File: src/rtl/data_mem_arbiter_if.sv
// Bus bundle between the two data-memory requesters, the arbiter and the block RAM.
// ARB_STATS_EN adds the grant/conflict statistics outputs.
interface data_mem_arbiter_if #(
  parameter int unsigned ADDR_W = 17
);
  localparam int unsigned DATA_W = 32;

  logic              c_req;
  logic              c_we;
  logic [ADDR_W-1:0] c_addr;
  logic [DATA_W-1:0] c_wdata;
  logic              c_gnt;
  logic              c_rvalid;
  logic [DATA_W-1:0] c_rdata;

  logic              u_req;
  logic              u_we;
  logic [ADDR_W-1:0] u_addr;
  logic [DATA_W-1:0] u_wdata;
  logic              u_lock;
  logic              u_gnt;
  logic              u_rvalid;
  logic [DATA_W-1:0] u_rdata;

  logic              mem_en;
  logic              mem_we;
  logic [ADDR_W-1:0] mem_addr;
  logic [DATA_W-1:0] mem_wdata;
  logic [DATA_W-1:0] mem_rdata;

`ifdef ARB_STATS_EN
  logic [31:0] c_grant_cnt;
  logic [31:0] u_grant_cnt;
  logic [31:0] conflict_cnt;
`endif

  // Arbiter side
  modport slave (
    input  c_req, c_we, c_addr, c_wdata,
    output c_gnt, c_rvalid, c_rdata,
    input  u_req, u_we, u_addr, u_wdata, u_lock,
    output u_gnt, u_rvalid, u_rdata,
    output mem_en, mem_we, mem_addr, mem_wdata,
    input  mem_rdata
`ifdef ARB_STATS_EN
    ,
    output c_grant_cnt, u_grant_cnt, conflict_cnt
`endif
  );

  // Requester / memory side
  modport master (
    output c_req, c_we, c_addr, c_wdata,
    input  c_gnt, c_rvalid, c_rdata,
    output u_req, u_we, u_addr, u_wdata, u_lock,
    input  u_gnt, u_rvalid, u_rdata,
    input  mem_en, mem_we, mem_addr, mem_wdata,
    output mem_rdata
`ifdef ARB_STATS_EN
    ,
    input  c_grant_cnt, u_grant_cnt, conflict_cnt
`endif
  );
endinterface

File: src/rtl/data_mem_arbiter.sv
// Two-port arbiter (CPU priority, UART loader with starvation guard and lock) in front
// of the single-port data RAM. ARB_STATS_EN adds grant/conflict counters.
module data_mem_arbiter #(
  parameter int unsigned ADDR_W   = 17,
  parameter int unsigned MAX_WAIT = 8
) (
  input  logic               clk,
  input  logic               rst,
  data_mem_arbiter_if.slave  bus
);
  localparam int unsigned CNT_W  = 8;
  localparam int unsigned DATA_W = 32;

  typedef enum logic [1:0] {C_PRI = 2'd0, U_PRI = 2'd1, U_LOCK = 2'd2} state_e;

  state_e             state_q, state_d;
  logic [CNT_W-1:0]   starve_q, starve_d;
  logic               c_pend_q, u_pend_q;
  logic [DATA_W-1:0]  c_rdata_q, u_rdata_q;
  logic [DATA_W-1:0]  c_rdata_d, u_rdata_d;
  logic               c_win, u_win;

  // State register
  always_ff @(posedge clk) begin
    if (rst) state_q <= C_PRI;
    else     state_q <= state_d;
  end

  // Next state
  always_comb begin
    state_d = state_q;
    unique case (state_q)
      C_PRI: begin
        if (u_win && bus.u_lock)                 state_d = U_LOCK;
        else if (starve_d == CNT_W'(MAX_WAIT))  state_d = U_PRI;
      end
      U_PRI: begin
        if (u_win)            state_d = bus.u_lock ? U_LOCK : C_PRI;
        else if (!bus.u_req)  state_d = C_PRI;
      end
      U_LOCK: begin
        if (!bus.u_lock) state_d = C_PRI;
      end
      default: state_d = C_PRI;
    endcase
  end

  // Grants and memory command
  always_comb begin
    c_win         = 1'b0;
    u_win         = 1'b0;
    bus.mem_en    = 1'b0;
    bus.mem_we    = 1'b0;
    bus.mem_addr  = '0;
    bus.mem_wdata = '0;
    unique case (state_q)
      C_PRI: begin
        c_win = bus.c_req;
        u_win = bus.u_req & ~bus.c_req;
      end
      U_PRI: begin
        u_win = bus.u_req;
        c_win = bus.c_req & ~bus.u_req;
      end
      U_LOCK: u_win = bus.u_req;
      default: ;
    endcase
    if (c_win) begin
      bus.mem_en    = 1'b1;
      bus.mem_we    = bus.c_we;
      bus.mem_addr  = bus.c_addr;
      bus.mem_wdata = bus.c_wdata;
    end else if (u_win) begin
      bus.mem_en    = 1'b1;
      bus.mem_we    = bus.u_we;
      bus.mem_addr  = bus.u_addr;
      bus.mem_wdata = bus.u_wdata;
    end
  end

  assign bus.c_gnt = c_win;
  assign bus.u_gnt = u_win;

  // Starvation counter: counts denied U cycles, saturating at MAX_WAIT
  always_comb begin
    starve_d = starve_q;
    if (!bus.u_req || u_win)                 starve_d = '0;
    else if (starve_q != CNT_W'(MAX_WAIT))   starve_d = starve_q + CNT_W'(1);
  end

  // RAM data lands in the cycle after the grant; the owner tag steers it, the other side holds
  assign c_rdata_d    = c_pend_q ? bus.mem_rdata : c_rdata_q;
  assign u_rdata_d    = u_pend_q ? bus.mem_rdata : u_rdata_q;
  assign bus.c_rdata  = c_rdata_d;
  assign bus.u_rdata  = u_rdata_d;
  assign bus.c_rvalid = c_pend_q;
  assign bus.u_rvalid = u_pend_q;

  always_ff @(posedge clk) begin
    if (rst) begin
      starve_q  <= '0;
      c_pend_q  <= 1'b0;
      u_pend_q  <= 1'b0;
      c_rdata_q <= '0;
      u_rdata_q <= '0;
    end else begin
      starve_q  <= starve_d;
      c_pend_q  <= c_win & ~bus.c_we;
      u_pend_q  <= u_win & ~bus.u_we;
      c_rdata_q <= c_rdata_d;
      u_rdata_q <= u_rdata_d;
    end
  end

`ifdef ARB_STATS_EN
  logic [31:0] c_grant_cnt_q, u_grant_cnt_q, conflict_cnt_q;

  always_ff @(posedge clk) begin
    if (rst) begin
      c_grant_cnt_q  <= '0;
      u_grant_cnt_q  <= '0;
      conflict_cnt_q <= '0;
    end else begin
      if (c_win)                   c_grant_cnt_q  <= c_grant_cnt_q + 32'(1);
      if (u_win)                   u_grant_cnt_q  <= u_grant_cnt_q + 32'(1);
      if (bus.c_req && bus.u_req)  conflict_cnt_q <= conflict_cnt_q + 32'(1);
    end
  end

  assign bus.c_grant_cnt  = c_grant_cnt_q;
  assign bus.u_grant_cnt  = u_grant_cnt_q;
  assign bus.conflict_cnt = conflict_cnt_q;
`endif
endmodule
File: src/flat_wrapper.sv
// flat-port wrapper written by rule: the top's interface ports become plain ports
module data_mem_arbiter_flat 
#(
  parameter int unsigned ADDR_W   = 17,
  parameter int unsigned MAX_WAIT = 8
)
  (clk, rst, bus_c_req, bus_c_we, bus_c_addr, bus_c_wdata, bus_c_gnt, bus_c_rvalid, bus_c_rdata, bus_u_req, bus_u_we, bus_u_addr, bus_u_wdata, bus_u_lock, bus_u_gnt, bus_u_rvalid, bus_u_rdata, bus_mem_en, bus_mem_we, bus_mem_addr, bus_mem_wdata, bus_mem_rdata);
  data_mem_arbiter_if #(.ADDR_W(ADDR_W)) bus_i ();
  input  logic clk;
  input  logic rst;
  input wire logic [$bits(bus_i.c_req)-1:0] bus_c_req;
  input wire logic [$bits(bus_i.c_we)-1:0] bus_c_we;
  input wire logic [$bits(bus_i.c_addr)-1:0] bus_c_addr;
  input wire logic [$bits(bus_i.c_wdata)-1:0] bus_c_wdata;
  output wire logic [$bits(bus_i.c_gnt)-1:0] bus_c_gnt;
  output wire logic [$bits(bus_i.c_rvalid)-1:0] bus_c_rvalid;
  output wire logic [$bits(bus_i.c_rdata)-1:0] bus_c_rdata;
  input wire logic [$bits(bus_i.u_req)-1:0] bus_u_req;
  input wire logic [$bits(bus_i.u_we)-1:0] bus_u_we;
  input wire logic [$bits(bus_i.u_addr)-1:0] bus_u_addr;
  input wire logic [$bits(bus_i.u_wdata)-1:0] bus_u_wdata;
  input wire logic [$bits(bus_i.u_lock)-1:0] bus_u_lock;
  output wire logic [$bits(bus_i.u_gnt)-1:0] bus_u_gnt;
  output wire logic [$bits(bus_i.u_rvalid)-1:0] bus_u_rvalid;
  output wire logic [$bits(bus_i.u_rdata)-1:0] bus_u_rdata;
  output wire logic [$bits(bus_i.mem_en)-1:0] bus_mem_en;
  output wire logic [$bits(bus_i.mem_we)-1:0] bus_mem_we;
  output wire logic [$bits(bus_i.mem_addr)-1:0] bus_mem_addr;
  output wire logic [$bits(bus_i.mem_wdata)-1:0] bus_mem_wdata;
  input wire logic [$bits(bus_i.mem_rdata)-1:0] bus_mem_rdata;
  assign bus_i.c_req = bus_c_req;
  assign bus_i.c_we = bus_c_we;
  assign bus_i.c_addr = bus_c_addr;
  assign bus_i.c_wdata = bus_c_wdata;
  assign bus_c_gnt = bus_i.c_gnt;
  assign bus_c_rvalid = bus_i.c_rvalid;
  assign bus_c_rdata = bus_i.c_rdata;
  assign bus_i.u_req = bus_u_req;
  assign bus_i.u_we = bus_u_we;
  assign bus_i.u_addr = bus_u_addr;
  assign bus_i.u_wdata = bus_u_wdata;
  assign bus_i.u_lock = bus_u_lock;
  assign bus_u_gnt = bus_i.u_gnt;
  assign bus_u_rvalid = bus_i.u_rvalid;
  assign bus_u_rdata = bus_i.u_rdata;
  assign bus_mem_en = bus_i.mem_en;
  assign bus_mem_we = bus_i.mem_we;
  assign bus_mem_addr = bus_i.mem_addr;
  assign bus_mem_wdata = bus_i.mem_wdata;
  assign bus_i.mem_rdata = bus_mem_rdata;
  data_mem_arbiter #(.ADDR_W(ADDR_W), .MAX_WAIT(MAX_WAIT)) u_core (.clk(clk), .rst(rst), .bus(bus_i));
endmodule
File: config.mk
export PLATFORM = sky130hd
export DESIGN_NAME = data_mem_arbiter_flat
export DESIGN_NICKNAME = d
export VERILOG_FILES = /design/src/rtl/data_mem_arbiter_if.sv /design/src/rtl/data_mem_arbiter.sv /design/src/flat_wrapper.sv
export SDC_FILE = /design/constraint.sdc
export NUM_CORES = 1
export LEC_CHECK = 0
export BUFFER_PORTS_ARGS = -buffer_cell sky130_fd_sc_hd__buf_2
export CAP_MARGIN = 20
export CORE_MARGIN = 4
export CORE_UTILIZATION = 43
export DETAILED_ROUTE_END_ITERATION = 10
export PLACE_DENSITY = 0.81
export SLEW_MARGIN = 20
export SYNTH_ARGS = -nofsm -noshare
export SYNTH_HDL_FRONTEND = slang
export SYNTH_SLANG_ARGS = --single-unit
export TNS_END_PERCENT = 5
File: constraint.sdc
create_clock -name clk -period 2.29 [get_ports clk]
set_input_delay 0 -clock clk [delete_from_list [all_inputs] [get_ports clk]]
set_output_delay 0 -clock clk [all_outputs]
set_load 0.005 [all_outputs]
==> results by group <==
Critical path
  – Crit-path cells: inv_1 > ha_4 > nand2b_1 > a21oi_4 > nand2_2 > inv_2 > bufbuf_16 > nand3_1 > nand2_1 > buf_2
  – R2R cell count: 6
  – Worst path required time: between 2 and 2.5 ns
  – CP bufs+invs: 4
  – Crit-path max FO: 25
  – R2r setup slk: approximately 0.30 ns
  – Critical Path AT: ~2.2 ns
  – CP max-delay cell: dfxtp_2
  – WS Path Type: reg2out
  – Cell depth of the worst setup path: 10
  – Worst setup SP type: register
  – CP endpoint kind: output port
  – Max stage delay on crit path: between 0.3 and 0.4 ns
  – Crit path max-delay family: buffers and inverters

Finish
  – Sequential cell area: between 0.0015 and 0.002 mm2
  – Area growth syn-to-layout: 42.0%
  – Share of cells above drive strength 1: 50.2%
  – # nets final: around 860
  – Fill cell count: 813
  – Area of the multi-input gates: roughly 0.0023 mm2
  – Final Cell Area: 0.00566 mm2

Timing
  – Setup_tns: 0 ns
  – Setup-failing EPs final: 0
  – Crit share post-route: between 90 and 100%
  – Crit path time final: 2.15 ns
  – Final Slew Violations: 0
  – RSZ-0062 raised after global routing: no
  – Final setup skew: 0.0112 ns
  – Max Fclk: about 460 MHz
  – Worst slew margin: between 50% and 60%
  – Hold Vio Cnt, Final: 0
  – Worst-margin pin slew: 0.709 ns

Drt
  – Vias: roughly 4,200
  – Via density: roughly 5.1
  – Drt wl/cell: 16.6 um
  – Routed Antenna Nets: 0
  – Initial DRC count: 192
  – DR pass1 iterations: 5
  – Routed WL: between 10,000 and 15,000 um
  – Remaining DRCs: 0

Synth
  – Synth Flop Type: dfxtp_1
  – Syn nets: 610
  – Count leader, synth: nand2_1
  – Ys async rst share: 0%
  – Syn_area_per_cell: about 8.5 um2
  – Commonest cells post-synth: nand2_1, dfxtp_1, mux2_2, nor2b_1, nand3_1
  – Synthesized instance count: 467
  – Largest cells by area after synthesis: dfxtp_1, mux2_2, nor2b_1
  – Synthesized cell area: 0.00399 mm2
  – Synth area leader: dfxtp_1
  – #FFs+latches synth: 76
  – Number of synthesized flops with an enable pin: 0
  – Synth top area share: about two fifths
  – Synth warnings: 0
  – Register area share after synthesis: between 30% and 40%
  – Unique masters post-synth: 44

GRT
  – Largest net degree at the start of global routing: 70
  – Vias in the first global route: roughly 4,200
  – Initial antenna violation count: 1
  – GRT Overall Usage: 24.5%
  – First-pass GRT wire length: about 21,000 um
  – GR Overflow Total: 0

Placement
  – GP Congestion: roughly 0.93
  – I/O Buffers: approximately 260
  – Post-DP HPWL: 10,900 um
  – Placed cell areas: 0.00537 mm2

Pwr
  – Pwr dens: 538 mW/mm2
  – Leak: a little over 3 nW
  – VDD IR max: 272 uV

Clocking
  – H-tree depth: 3
  – Clock Pin Slew Worst Setup and Hold Paths: 0.08 ns
  – CTS tree: yes
  – Num CTS Buffers: 9
  – Worst-skew pair later-pin latency: 0.34 ns
  – CTS Buffer Depth: 2
  – CTS Root Cell: clkbuf_8
  – Clock net sink count: 76

Flow run
  – Max-cap violations: 0

Floorplan
  – Die area: roughly 0.011 mm2
  – Row cnt: 34
  – Core Area: between 0.008 and 0.009 mm2
  – Die Width: between 100 and 150 um
  – Initial cell density of the core: ~45%
  – IO Pins: ~260
  – Die height: between 100 and 150 um

Status
  – Outcome: complete, no violations

Worst hold path
  – Worst hold path type: in2reg
  – Hold Path Cell Cnt: 3
routing by layer:
layer  GRT usage, %  vias to the layer above  routed length (um)
li1               -                     2045                   -
met4           9.50                        0                 378
met2           46.3                      197                7360
met5              0                        -                   0
met1           26.4                     1938                5120
met3           5.21                       24                 908
worst paths after layout:
| path | startpoint | to |
|---|---|---|
| max | u_core.state_q[1] | bus_mem_addr[3] |
| min | bus_mem_rdata[13] | u_core.c_rdata_q[13] |
| max reg2reg | u_core.starve_q[1] | u_core.state_q[0] |
| min reg2reg | u_core.state_q[1] | u_core.state_q[1] |
placed cells by master (no fill, tap or decap), drive strengths merged, types with 4 or more instances in the layout:
cell,instances
buf,264
clkbuf,11
dfxtp,76
ha,6
inv,8
mux2,65
nand2,108
nand2b,4
nand3,56
nor2,8
nor2b,65
what timing repair did:
action,4_1_cts,5_1_grt
gates cloned,1,0
endpoints found under the setup margin,6,30
hold endpoints to repair,2,0
hold buffers,3,0
setup buffers,0,1
resized for setup,2,4
sequential cells by signal, indices dropped and copies added, names as in the netlist:
signal               count
u_core.starve_q          8
u_core.bus.u_rvalid      1
u_core.bus.c_rvalid      1
u_core.c_rdata_q        32
u_core.u_rdata_q        32
u_core.state_q           2
through the flow:
step / hold slack [ns] / total power [mW] / setup WS, ns / utilization (%) / cells
after floorplan: 0.0793 / 1.71 / 0.470 / - / 467
after global placement: 0.189 / 2.05 / 0.416 / 60.4 / 806
after detailed placement: 0.183 / 2.06 / 0.304 / 60.4 / 806
after CTS: 0.0139 / 3.07 / 0.00901 / 63.4 / 826
after global routing: 0.0242 / 3.21 / 0.00516 / 63.7 / 828
final: 0.0271 / 3.05 / 0.138 / 63.7 / 828
tightest hold or removal path, cell delays in order:
cell and delay, ns:
buf_2 0.08, mux2_2 0.14, nor2b_1 0.11
where the power goes:
group | internal [mW] | total (mW) | switching, mW | leakage, nW
Combinational | 0.342 | 0.688 | 0.346 | 2.32
Sequential | 1.36 | 1.37 | 0.0122 | 0.616
Clock | 0.508 | 0.989 | 0.481 | 0.0897
final cells by class:
| type | instances | area share (%) |
|---|---|---|
| inverters | 8 | 0.530 |
| multi-input cells | 351 | 41.4 |
| clock inverters | 5 | 1.10 |
| diodes | 1 | 0.0442 |
| well taps | 108 | 2.39 |
| clock buffers | 11 | 2.32 |
| repair buffers | 268 | 25.3 |
| flip-flops and latches | 76 | 26.9 |
logic make-up after synthesis:
logic type,synth area share [%]
simple gates,32.8
flops,38.2
mux,18.6
buf+inv,3.83
compound gates,3.36
xor+xnor,1.32
fa+ha+maj,1.88
No activity file was read; power rests on OpenSTA's default activity.
